$ cat src/rtl/scan_chain_bist_ctrl.sv
// Scan-chain BIST sequencer: LFSR-driven shift patterns, single-cycle captures,
// a final flush, and MISR compaction of everything unloaded from the chain.
module scan_chain_bist_ctrl #(
    parameter int          CHAIN_LEN    = 8,
    parameter int          NUM_PATTERNS = 4,
    parameter logic [15:0] SEED         = 16'h0001
) (
    input  logic        CLK,
    input  logic        RSTB,
    input  logic        START,
    input  logic        ABORT,
    input  logic        SO,
    output logic        SE,
    output logic        SI,
    output logic        BUSY,
    output logic        DONE,
    output logic [15:0] SIGNATURE,
    output logic [15:0] PAT_CNT
);

    localparam int               CNT_W      = $clog2(CHAIN_LEN + 1);
    localparam logic [15:0]      SEED_EFF   = (SEED == 16'h0000) ? 16'h0001 : SEED;
    localparam logic [CNT_W-1:0] LAST_SHIFT = CNT_W'(CHAIN_LEN - 1);
    localparam logic [15:0]      LAST_PAT   = 16'(NUM_PATTERNS - 1);

    typedef enum logic [2:0] {
        S_IDLE,
        S_SHIFT,
        S_CAPTURE,
        S_FLUSH,
        S_DONE
    } state_t;

    state_t           state;
    logic [15:0]      lfsr;
    logic [15:0]      misr;
    logic [CNT_W-1:0] shift_cnt;
    logic [15:0]      lfsr_next;
    logic [15:0]      misr_next;

    // Both registers use the same tap set; the MISR additionally folds SO into the MSB.
    assign lfsr_next = {lfsr[0] ^ lfsr[2] ^ lfsr[3] ^ lfsr[5], lfsr[15:1]};
    assign misr_next = {misr[0] ^ misr[2] ^ misr[3] ^ misr[5] ^ SO, misr[15:1]};

    // NOTE: every register here is assigned with <= so all next values are
    // computed from the same pre-edge state, independent of statement order.
    always_ff @(posedge CLK or negedge RSTB) begin
        if (!RSTB) begin
            state     <= S_IDLE;
            lfsr      <= SEED_EFF;
            misr      <= '0;
            shift_cnt <= '0;
            SE        <= 1'b0;
            SI        <= 1'b0;
            BUSY      <= 1'b0;
            DONE      <= 1'b0;
            SIGNATURE <= '0;
            PAT_CNT   <= '0;
        end else if (ABORT) begin
            // Abandon the run silently; SIGNATURE and PAT_CNT keep whatever they hold.
            state <= S_IDLE;
            SE    <= 1'b0;
            SI    <= 1'b0;
            BUSY  <= 1'b0;
            DONE  <= 1'b0;
        end else begin
            case (state)
                S_IDLE: begin
                    DONE <= 1'b0;
                    if (START) begin
                        state     <= S_SHIFT;
                        lfsr      <= SEED_EFF;
                        misr      <= '0;
                        PAT_CNT   <= '0;
                        shift_cnt <= '0;
                        SE        <= 1'b1;
                        SI        <= SEED_EFF[0];
                        BUSY      <= 1'b1;
                    end
                end

                S_SHIFT: begin
                    lfsr <= lfsr_next;
                    misr <= misr_next;
                    if (shift_cnt == LAST_SHIFT) begin
                        state     <= S_CAPTURE;
                        shift_cnt <= '0;
                        SE        <= 1'b0;
                        SI        <= 1'b0;
                    end else begin
                        shift_cnt <= shift_cnt + CNT_W'(1);
                        SI        <= lfsr_next[0];
                    end
                end

                S_CAPTURE: begin
                    PAT_CNT   <= PAT_CNT + 16'd1;
                    shift_cnt <= '0;
                    SE        <= 1'b1;
                    if (PAT_CNT == LAST_PAT) begin
                        state <= S_FLUSH;
                        SI    <= 1'b0;
                    end else begin
                        state <= S_SHIFT;
                        SI    <= lfsr[0];
                    end
                end

                S_FLUSH: begin
                    misr <= misr_next;
                    if (shift_cnt == LAST_SHIFT) begin
                        // The last unloaded bit goes straight into SIGNATURE so it is valid with DONE.
                        state     <= S_DONE;
                        shift_cnt <= '0;
                        SE        <= 1'b0;
                        BUSY      <= 1'b0;
                        DONE      <= 1'b1;
                        SIGNATURE <= misr_next;
                    end else begin
                        shift_cnt <= shift_cnt + CNT_W'(1);
                    end
                end

                S_DONE: begin
                    state <= S_IDLE;
                    DONE  <= 1'b0;
                end

                default: begin
                    state <= S_IDLE;
                    SE    <= 1'b0;
                    SI    <= 1'b0;
                    BUSY  <= 1'b0;
                    DONE  <= 1'b0;
                end
            endcase
        end
    end

endmodule
$ cat config.mk
export PLATFORM = sky130hd
export DESIGN_NAME = scan_chain_bist_ctrl
export DESIGN_NICKNAME = d
export VERILOG_FILES = /design/src/rtl/scan_chain_bist_ctrl.sv
export SDC_FILE = /design/constraint.sdc
export NUM_CORES = 1
export LEC_CHECK = 0
export ABC_AREA = 1
export CAP_MARGIN = 20
export CORE_ASPECT_RATIO = 0.5
export CORE_MARGIN = 4
export CORE_UTILIZATION = 25
export DETAILED_ROUTE_END_ITERATION = 12
export PLACE_DENSITY_LB_ADDON = 0.1
export SLEW_MARGIN = 20
export SYNTH_ARGS = -nofsm -noshare
export SYNTH_HDL_FRONTEND = slang
export SYNTH_SLANG_ARGS = --single-unit
$ cat constraint.sdc
create_clock -name CLK -period 2.2 [get_ports CLK]
set_input_delay 0.44 -clock CLK [delete_from_list [all_inputs] [get_ports CLK]]
set_output_delay 0.44 -clock CLK [all_outputs]
set_load 0.005 [all_outputs]
After elaboration in Yosys (flattened, before gate mapping)
Cells that the tools add are included.

storage, ports and cells
  register bits after elaboration = 75
  input port bits = 5
  output and inout port bits = 36
  logic and storage cells = 81

cells by class
  $add $sub $neg = 2
  eq/ne operators = 15
  mux-type cells = 27
  bitwise logic cells = 8
  reduce and logical (&&, ||, !) cells = 19

operators with widths
  operator                 count
  $pmux W16 S2             3
  $mux W16                 2
  $reduce_and A3 Y1        8
  $add A16 B1 Y16 const B  1
  $eq A16 B2 Y1 const B    1
  $mux W3                  4
  $pmux W3 S4              1
  $pmux W4 S3              1
  $mux W1                  9
  $ne A3 B3 Y1 const B     3
  $mux W4                  2
  $pmux W1 S4              2
  $xor A1 B1 Y1            7
  $eq A3 B2 Y1 const B     2
  $ne A2 B1 Y1 const B     3
  $reduce_bool A2 Y1       3
  $reduce_or A2 Y1         3
  $add A4 B1 Y4 const B    1
  $eq A4 B3 Y1 const B     1
  $ne A2 B2 Y1 const B     2
  $reduce_and A2 Y1        2
  $eq A3 B1 Y1 const B     1
  $eq A3 B3 Y1 const B     1
  $logic_not A3 Y1         1
  other kinds (7)          7

Logic depth before layout (Yosys ltp)
Gate-level depths: netlist of the first run.

  depth after elaboration = 5
  depth in mapped cells = 9
  gate-level depth less buffers = 9

Worst setup path after synthesis of the first run
No wires, ideal clock.

  path type = register to register
  start point = register PAT_CNT[0]
  end point = register PAT_CNT[10]
  library setup time = 0.117 ns
  arrival = 1.351 ns
  data required time = 2.083 ns
  setup slack = 0.732 ns
  stages on the path, launching flop included = 9
  path buffers = 0
  period minus slack after synthesis = 1.468 ns
  path through = dfrtp_1 -> ha_1 -> nand3_1 -> nor2_1 -> nand2_1 -> nor2_4 -> nand2_1 -> nor2_1 -> nor2_1

between the ends
  longest elaborated chain between the ends = 2

RTL lines
  what                    RTL line  text
  start, declared         18        output logic [15:0] PAT_CNT
  start signal, assigned  97        PAT_CNT <= PAT_CNT + 16'd1;
  $add A16 B1 Y16         97
  $pmux W16 S2            67        case (state)

No other way between the ends.
A chain may end at the register's enable or synchronous reset.

Worst setup path in the final report of the first run
  start point = register PAT_CNT[2]
  end point = output PAT_CNT[2]

No word-level cell between the ends.

==> run summary, run 1 <==
The CTS tree is done. The run finished with clean final reports. The overall die width came out at 173 um. The number of hold violations in the final report came out at 0. The number of distinct library cells after synthesis came out at 26. In the global route stage, overall resource usage came out at 0.113. The die covers 15700 sq um.

The final setup violation count came out at 0. The static leakage is 0.00198 uW. The count of TritonRoute iterations in the first routing pass is 4. The depth of the critical timing path with buffers and inverters included came out at 1.

The area growth from synthesis to layout is 28.1%. The largest clock skew in the final design came out at 8.74 ps. The power dissipated by switching net loads is 868 uW. The total of flip-flops plus latches after synthesis came out at 75. The final design instance area without fill is 4380 sq um.

The chip height came out at 90.7 um. The part of the Yosys area used for sequential elements came out at 0.549. In the final routed layout, each cell accounts on average for 12.7 um. The number of global-route vias before repair is 2994.

The count of antenna-violating nets left after detailed routing is 0. The count of input and output buffers is 40. STA classifies the critical path startpoint as a register. The post-placement cell area came out at 4080 sq um. On the critical path, the stage with the largest delay is an instance of sky130_fd_sc_hd__clkdlybuf4s50_1. The TritonCTS sink count is 75. The critical path is of the register to output pin type. After floorplanning, the core was sized to cover 13000 sq um. The sequential power share is 0.448. Walking the worst path, the cells encountered are clkdlybuf4s50_1. In this run, post-CTS hold repair placed 0 buffers. The count of pins on the block boundary came out at 41. The clock transition at the registers of the reported paths is 60 ps. For this block, the initial DRC count from the detailed router was 132. The Yosys step of the flow raised 0 warnings. The final HPWL from detailed placement is 5.70 mm. For the worst-skew pair, the clock arrives at the later sink with an insertion delay of 340 ps. The top fanout value on the critical path came out at 8. The data required time at the worst endpoint came out at 1760 ps. Dividing the final minimum period by the clock period gives 0.822. The number of instances in the synthesized netlist came out at 408. The kind of cell with the highest combined delay along the critical path is buffers and inverters. The number of max-slew violations in the final report is 0. The area of the mapped netlist came out at 3420 sq um. STA classifies the critical path endpoint as an output pin. Setup repair after global routing left no endpoint under its margin. Static timing analysis puts the maximum clock frequency at 553 MHz. The number of cell instances on the worst register-to-register path came out at 9. The floorplan row count came out at 29. Post-CTS timing repair inserted 0 buffers for setup. The portion of total power attributed to the clock network came out at 0.449.

The sum of negative setup slack came out at 0 ps. The initial utilization of the core area, before any placement, comes to 0.262. The wire length of the first global-routing pass came out at 14.6 mm.

Once the clock tree was built, the resizer swapped 0 gates to a different size. The fraction of final layout cells with drive strength greater than 1 is 0.0864. The switching portion of total power came out at 0.262. The tightest slew margin relative to the limit is 0.674. The internal power came out at 2450 uW. The repair_antennas step left the layout with diodes totalling 0.

The ratio of total power to cell area is 756 nW/um^2. The type of the most critical hold path is primary input to async pin. The total DRC errors in the routed layout came out at 0.

The number of nets in the layout is 465. Entering global routing, the biggest net connects 36 pins. The final weighted congestion of routability-driven global placement is 0.747.

The buffer levels on the longest clock path is 2. The worst path needs 1810 ps of the cycle, external delays included. Data arrives at the worst endpoint at 1370 ps. Across the VDD grid, the largest voltage drop is 0.000393 V. The number of H-tree levels is 3. The number of antenna violations at the first check in global routing is 0. For this block, the routed nets add up to 8.04 mm of wire. The average cell area after synthesis came out at 8.38 sq um. The count of maximum capacitance violations is 0. The total number of vias came out at 2774. The total power came out at 3310 uW. The power share of the combinational group came out at 0.103. On the worst path, the slowest cell contributes a delay of 550 ps. The actual slew at the worst max-slew pin is 489 ps. The number of buffers created by CTS is 9. The most common cell after layout, fill and taps aside is sky130_fd_sc_hd__nand2_1. The total of fill cells in the finished design came out at 1376. The number of buffers and inverters on the critical path is 1. The ratio of routed vias to standard cells came out at 4.38. The number of nets handed over by synthesis was 415. Leaving out fill and tap cells, the most frequent cells in the layout are 90 x sky130_fd_sc_hd__nand2_1, 74 x sky130_fd_sc_hd__dfrtp_1, 61 x sky130_fd_sc_hd__inv_1. The tree is rooted in a sky130_fd_sc_hd__clkbuf_16. The aggregate global routing overflow is 0.
[logic make-up after synthesis]
logic type      count (synthesis)  synth area share
fa+ha+maj                       2           0.00732
flops                          75             0.549
compound gates                 73             0.113
buf+inv                        73            0.0838
simple gates                  180             0.234
xor+xnor                        5            0.0128
[final cells by class]
type	count	area, sq um	area share
Clock buffer	9	225	0.0514
Clock inverter	7	75.1	0.0171
Inverter	64	240	0.0548
Multi-Input combinational cell	260	1250	0.286
Sequential cell	75	1880	0.429
Tap cell	170	213	0.0486
Timing Repair Buffer	48	495	0.113
[worst paths after layout]
| check | from | to | slack (ps) |
|---|---|---|---|
| min reg2reg | DONE$_DFFE_PN0P_ | DONE$_DFFE_PN0P_ | 480 |
| max reg2reg | PAT_CNT[0]$_DFFE_PN0P_ | PAT_CNT[10]$_DFFE_PN0P_ | 490 |
| max | PAT_CNT[2]$_DFFE_PN0P_ | PAT_CNT[2] | 390 |
| min in group CLK | DONE$_DFFE_PN0P_ | DONE$_DFFE_PN0P_ | 480 |
| max in group asynchronous | RSTB | PAT_CNT[15]$_DFFE_PN0P_ | 1580 |
| min | RSTB | PAT_CNT[9]$_DFFE_PN0P_ | 50 |
[registers in the layout, indices dropped and copies added, names as in the netlist]
signal,flops
DONE,1
BUSY,1
SI,1
SIGNATURE,16
state,3
misr,16
lfsr,16
PAT_CNT,16
shift_cnt,4
SE,1
[cell usage after synthesis, drive strengths merged]
cell,number,area (sq um)
o21ai,49,245
nand2,93,357
or2,1,6.26
nand3,31,155
nand4,8,50.1
xnor2,5,43.8
o22ai,14,87.6
a21oi,9,45.0
ha,2,25.0
dfrtp,74,1850
nor3b,1,7.51
and3,2,12.5
o31ai,1,7.51
nor3,5,30.0
nor2,39,181
clkbuf,1,3.75
buf,8,42.5
dfstp,1,26.3
inv,64,240
[per-stage QoR]
| stage | util | setup slack [ps] | cells | hold slack [ps] |
|---|---|---|---|---|
| floorplan | - | 732 | 408 | 144 |
| global placement | 0.313 | 136 | 617 | 441 |
| detailed placement | 0.313 | 80.4 | 617 | 443 |
| CTS | 0.336 | 373 | 633 | 80.6 |
| global route | 0.336 | 197 | 633 | 95.7 |
| finish | 0.336 | 391 | 633 | 54.7 |
[power groups by stage]
stage	registers, uW	logic [uW]	clock network (uW)
2_1_floorplan	1500	205	0
3_3_place_gp	1510	353	0
3_5_place_dp	1510	348	0
4_1_cts	1480	350	1540
5_1_grt	1490	396	1610
6_report	1480	341	1490
[layer usage]
layer,up-vias,global-route usage,part of all wire
li1,1412,-,-
met1,1319,0.148,0.51
met2,39,0.178,0.44
met3,4,0.0389,0.038
met4,0,0.0345,0.0085
met5,-,0,0
Note: power is estimated with default switching activity, not from simulation.
==> run 2, diff against run 1 <==
Clock period 2.2 ns to 1.6 ns, I/O delays scaled along.
==> run 2 against run 1 <==
Compared with the run above:
- register-to-register slack got worse by 340 ps
- clock skew is 1.1 ps higher
- combinational power up 63%
- via count rose by 4.8%
- worst setup slack got worse by 330 ps
==> run summary, run 2 (synthesis gave the netlist of run 1 again) <==
The flow ran to the end, and the final reports show no timing, DRC or antenna violations. Summing all non-filler instances in the final layout gives an area of 4710 sq um. The delay of the slowest critical-path stage is 510 ps.

The number of buffers created by CTS came out at 9. The chip height came out at 90.7 um. The critical path is of the register to output pin type.

In this run the horizontal extent of the chip is 173 um. Wires add up to 8.44 mm. The antenna diode count came out at 0. The actual slew at the worst max-slew pin came out at 366 ps.

The worst path needs 1540 ps of the cycle, external delays included. The slowest stage of the critical path belongs to the cell sky130_fd_sc_hd__clkdlybuf4s50_1. Of the cells placed in the final design, the portion with a size suffix greater than 1 is 0.175. The endpoint identified for the worst register-to-register timing path is PAT_CNT[10]$_DFFE_PN0P_. The post-placement cell area is 4270 sq um. The data required time at the worst endpoint came out at 1280 ps. The setup slack after placement is -173 ps.

The clock reaches the later pin of the worst-skew pair after 340 ps. After layout, the worst setup slack is 61.0 ps. Clock tree synthesis selected as its root buffer the cell sky130_fd_sc_hd__clkbuf_16. The die covers 15700 sq um. The number of cell instances on the worst register-to-register path came out at 8. TritonCTS built the clock tree. The total global-route track usage came out at 0.113. For this block, the initial DRC count from the detailed router was 143. The number of H-tree levels came out at 3. The ratio of routed vias to standard cells is 4.32.

Global routing finished with a remaining overflow of 0. The starting density of the core came out at 0.262. The number of antenna violations at the first check in global routing came out at 0. The worst IR drop on VDD came out at 0.000366 V. The clock transition at the registers of the reported paths came out at 60 ps.

The TritonCTS sink count came out at 75. The worst setup path is launched from a register. Setup violations remaining at the end of the flow were counted as 0. The type of the most critical hold path is primary input to async pin. The count of pins on the block boundary is 41. The sum of negative setup slack is 0 ps.

The total DRC errors in the routed layout came out at 0. Across the run, the number of max-cap violations was 0. The buffer levels on the longest clock path came out at 2. The static leakage is 0.00219 uW. The per-cell routed wire length came out at 12.5 um.

The startpoint of the most critical register-to-register path is PAT_CNT[0]$_DFFE_PN0P_. Once detail routing completed, the nets flagged for antenna violations numbered 0. The total power came out at 4490 uW.

The maximum number of pins on one net before global-route repair came out at 32. STA classifies the critical path endpoint as an output pin. The kind of cell with the highest combined delay along the critical path is buffers and inverters. The total number of vias came out at 2906.

The post-route clock period utilization came out at 0.962. Setup repair after global routing left no endpoint under its margin. The number of hold violations in the final report was 0. The number of buffer and inverter instances along the worst setup path is 1. The register-to-register path setup slack came out at 150 ps.

The highest attainable clock frequency came out at 650 MHz. The library cell used most frequently in the layout, excluding fill and tap cells, is sky130_fd_sc_hd__nand2_1. The ratio of total power to cell area came out at 953 nW/um^2. The number of global-route vias before repair is 2953. The largest clock skew in the final design is 9.81 ps. The floorplan row count came out at 29. The pre-antenna-repair detailed-routing pass consisted of 4 iterations. The congestion estimate from routability-driven global placement came to 0.771. The area growth from synthesis to layout is 37.8%. The tightest slew margin relative to the limit is 0.756. The wire length of the first global-routing pass came out at 14.6 mm. The area of the core is 13000 sq um. STA puts the critical path data arrival time at 1220 ps. The count of input and output buffers is 40.

Walking the worst path, the cells encountered are clkdlybuf4s50_1. In the layout the commonest cells are 90 x sky130_fd_sc_hd__nand2_1, 68 x sky130_fd_sc_hd__dfrtp_1, 61 x sky130_fd_sc_hd__inv_1. The top fanout value on the critical path came out at 2. After the last flow step, the layout net total stands at 505. The final HPWL from detailed placement came out at 5.85 mm. The number of max-slew violations in the final report is 0.
[run 2: cell count changes in the layout (fill, tap and decap cells not counted), sizes merged, moves of 2 or more]
| cell | before | now |
|---|---|---|
| clkdlybuf4s50 | 39 | 36 |
| clkinvlp | 0 | 3 |
| dlygate4sd2 | 0 | 2 |
| clkinv | 4 | 1 |
| buf | 9 | 48 |
[run 2: per-layer routing]
metal / routed length (um) / vias up / GRT usage
li1: - / 1489 / -
met1: 4390 / 1373 / 0.151
met2: 3690 / 38 / 0.179
met3: 304 / 6 / 0.0372
met4: 49 / 0 / 0.0239
met5: 0 / - / 0
[run 2: layout make-up]
| type | instances | area (sq um) |
|---|---|---|
| sequential | 75 | 1890 |
| inverter | 64 | 240 |
| multi-input combinational | 260 | 1270 |
| timing repair buffer | 88 | 823 |
| clock buffer | 10 | 229 |
| fill | 1394 | 8320 |
| clock inverter | 6 | 48.8 |
| tap | 170 | 213 |
[run 2: timing repair]
| action | CTS | global route |
|---|---|---|
| resized for setup | 7 | 8 |
| endpoints found under the setup margin | 16 | 16 |
| pin swaps | 0 | 1 |
| hold buffers | 1 | 0 |
| gates cloned | 0 | 0 |
| endpoints found under the hold margin | 12 | 0 |
| buffers inserted | 14 | 3 |
[run 2: power by group]
group | switching, uW | internal (uW) | leakage [uW] | total, uW
logic | 327 | 229 | 0.00104 | 556
clock network | 839 | 1060 | 0.000126 | 1900
registers | 51.7 | 1980 | 0.00103 | 2030
total | 1220 | 3270 | 0.00219 | 4490
[run 2: worst max-delay path by stage]
stage | endpoint | slack, ps | start | cells after the start
final | PAT_CNT[2] | 60 | PAT_CNT[2]$_DFFE_PN0P_ | 1
after global routing | PAT_CNT[10]$_DFFE_PN0P_ | 10 | state[2]$_DFFE_PN0P_ | 9
after CTS | PAT_CNT[0] | 0.1 | PAT_CNT[0]$_DFFE_PN0P_ | 1
after detailed placement | PAT_CNT[9]$_DFFE_PN0P_ | -170 | ABORT | 9
after global placement | PAT_CNT[9]$_DFFE_PN0P_ | -170 | ABORT | 9
after floorplan | PAT_CNT[10]$_DFFE_PN0P_ | 130 | PAT_CNT[0]$_DFFE_PN0P_ | 8
[run 2: metrics by stage]
| step | std cells | utilization | hold slack (ps) |
|---|---|---|---|
| 3_3_place_gp | 639 | 0.328 | 220 |
| 6_report | 673 | 0.362 | 404 |
| 2_1_floorplan | 408 | - | 24.4 |
| 4_1_cts | 670 | 0.358 | 406 |
| 3_5_place_dp | 639 | 0.328 | 220 |
| 5_1_grt | 673 | 0.362 | 415 |
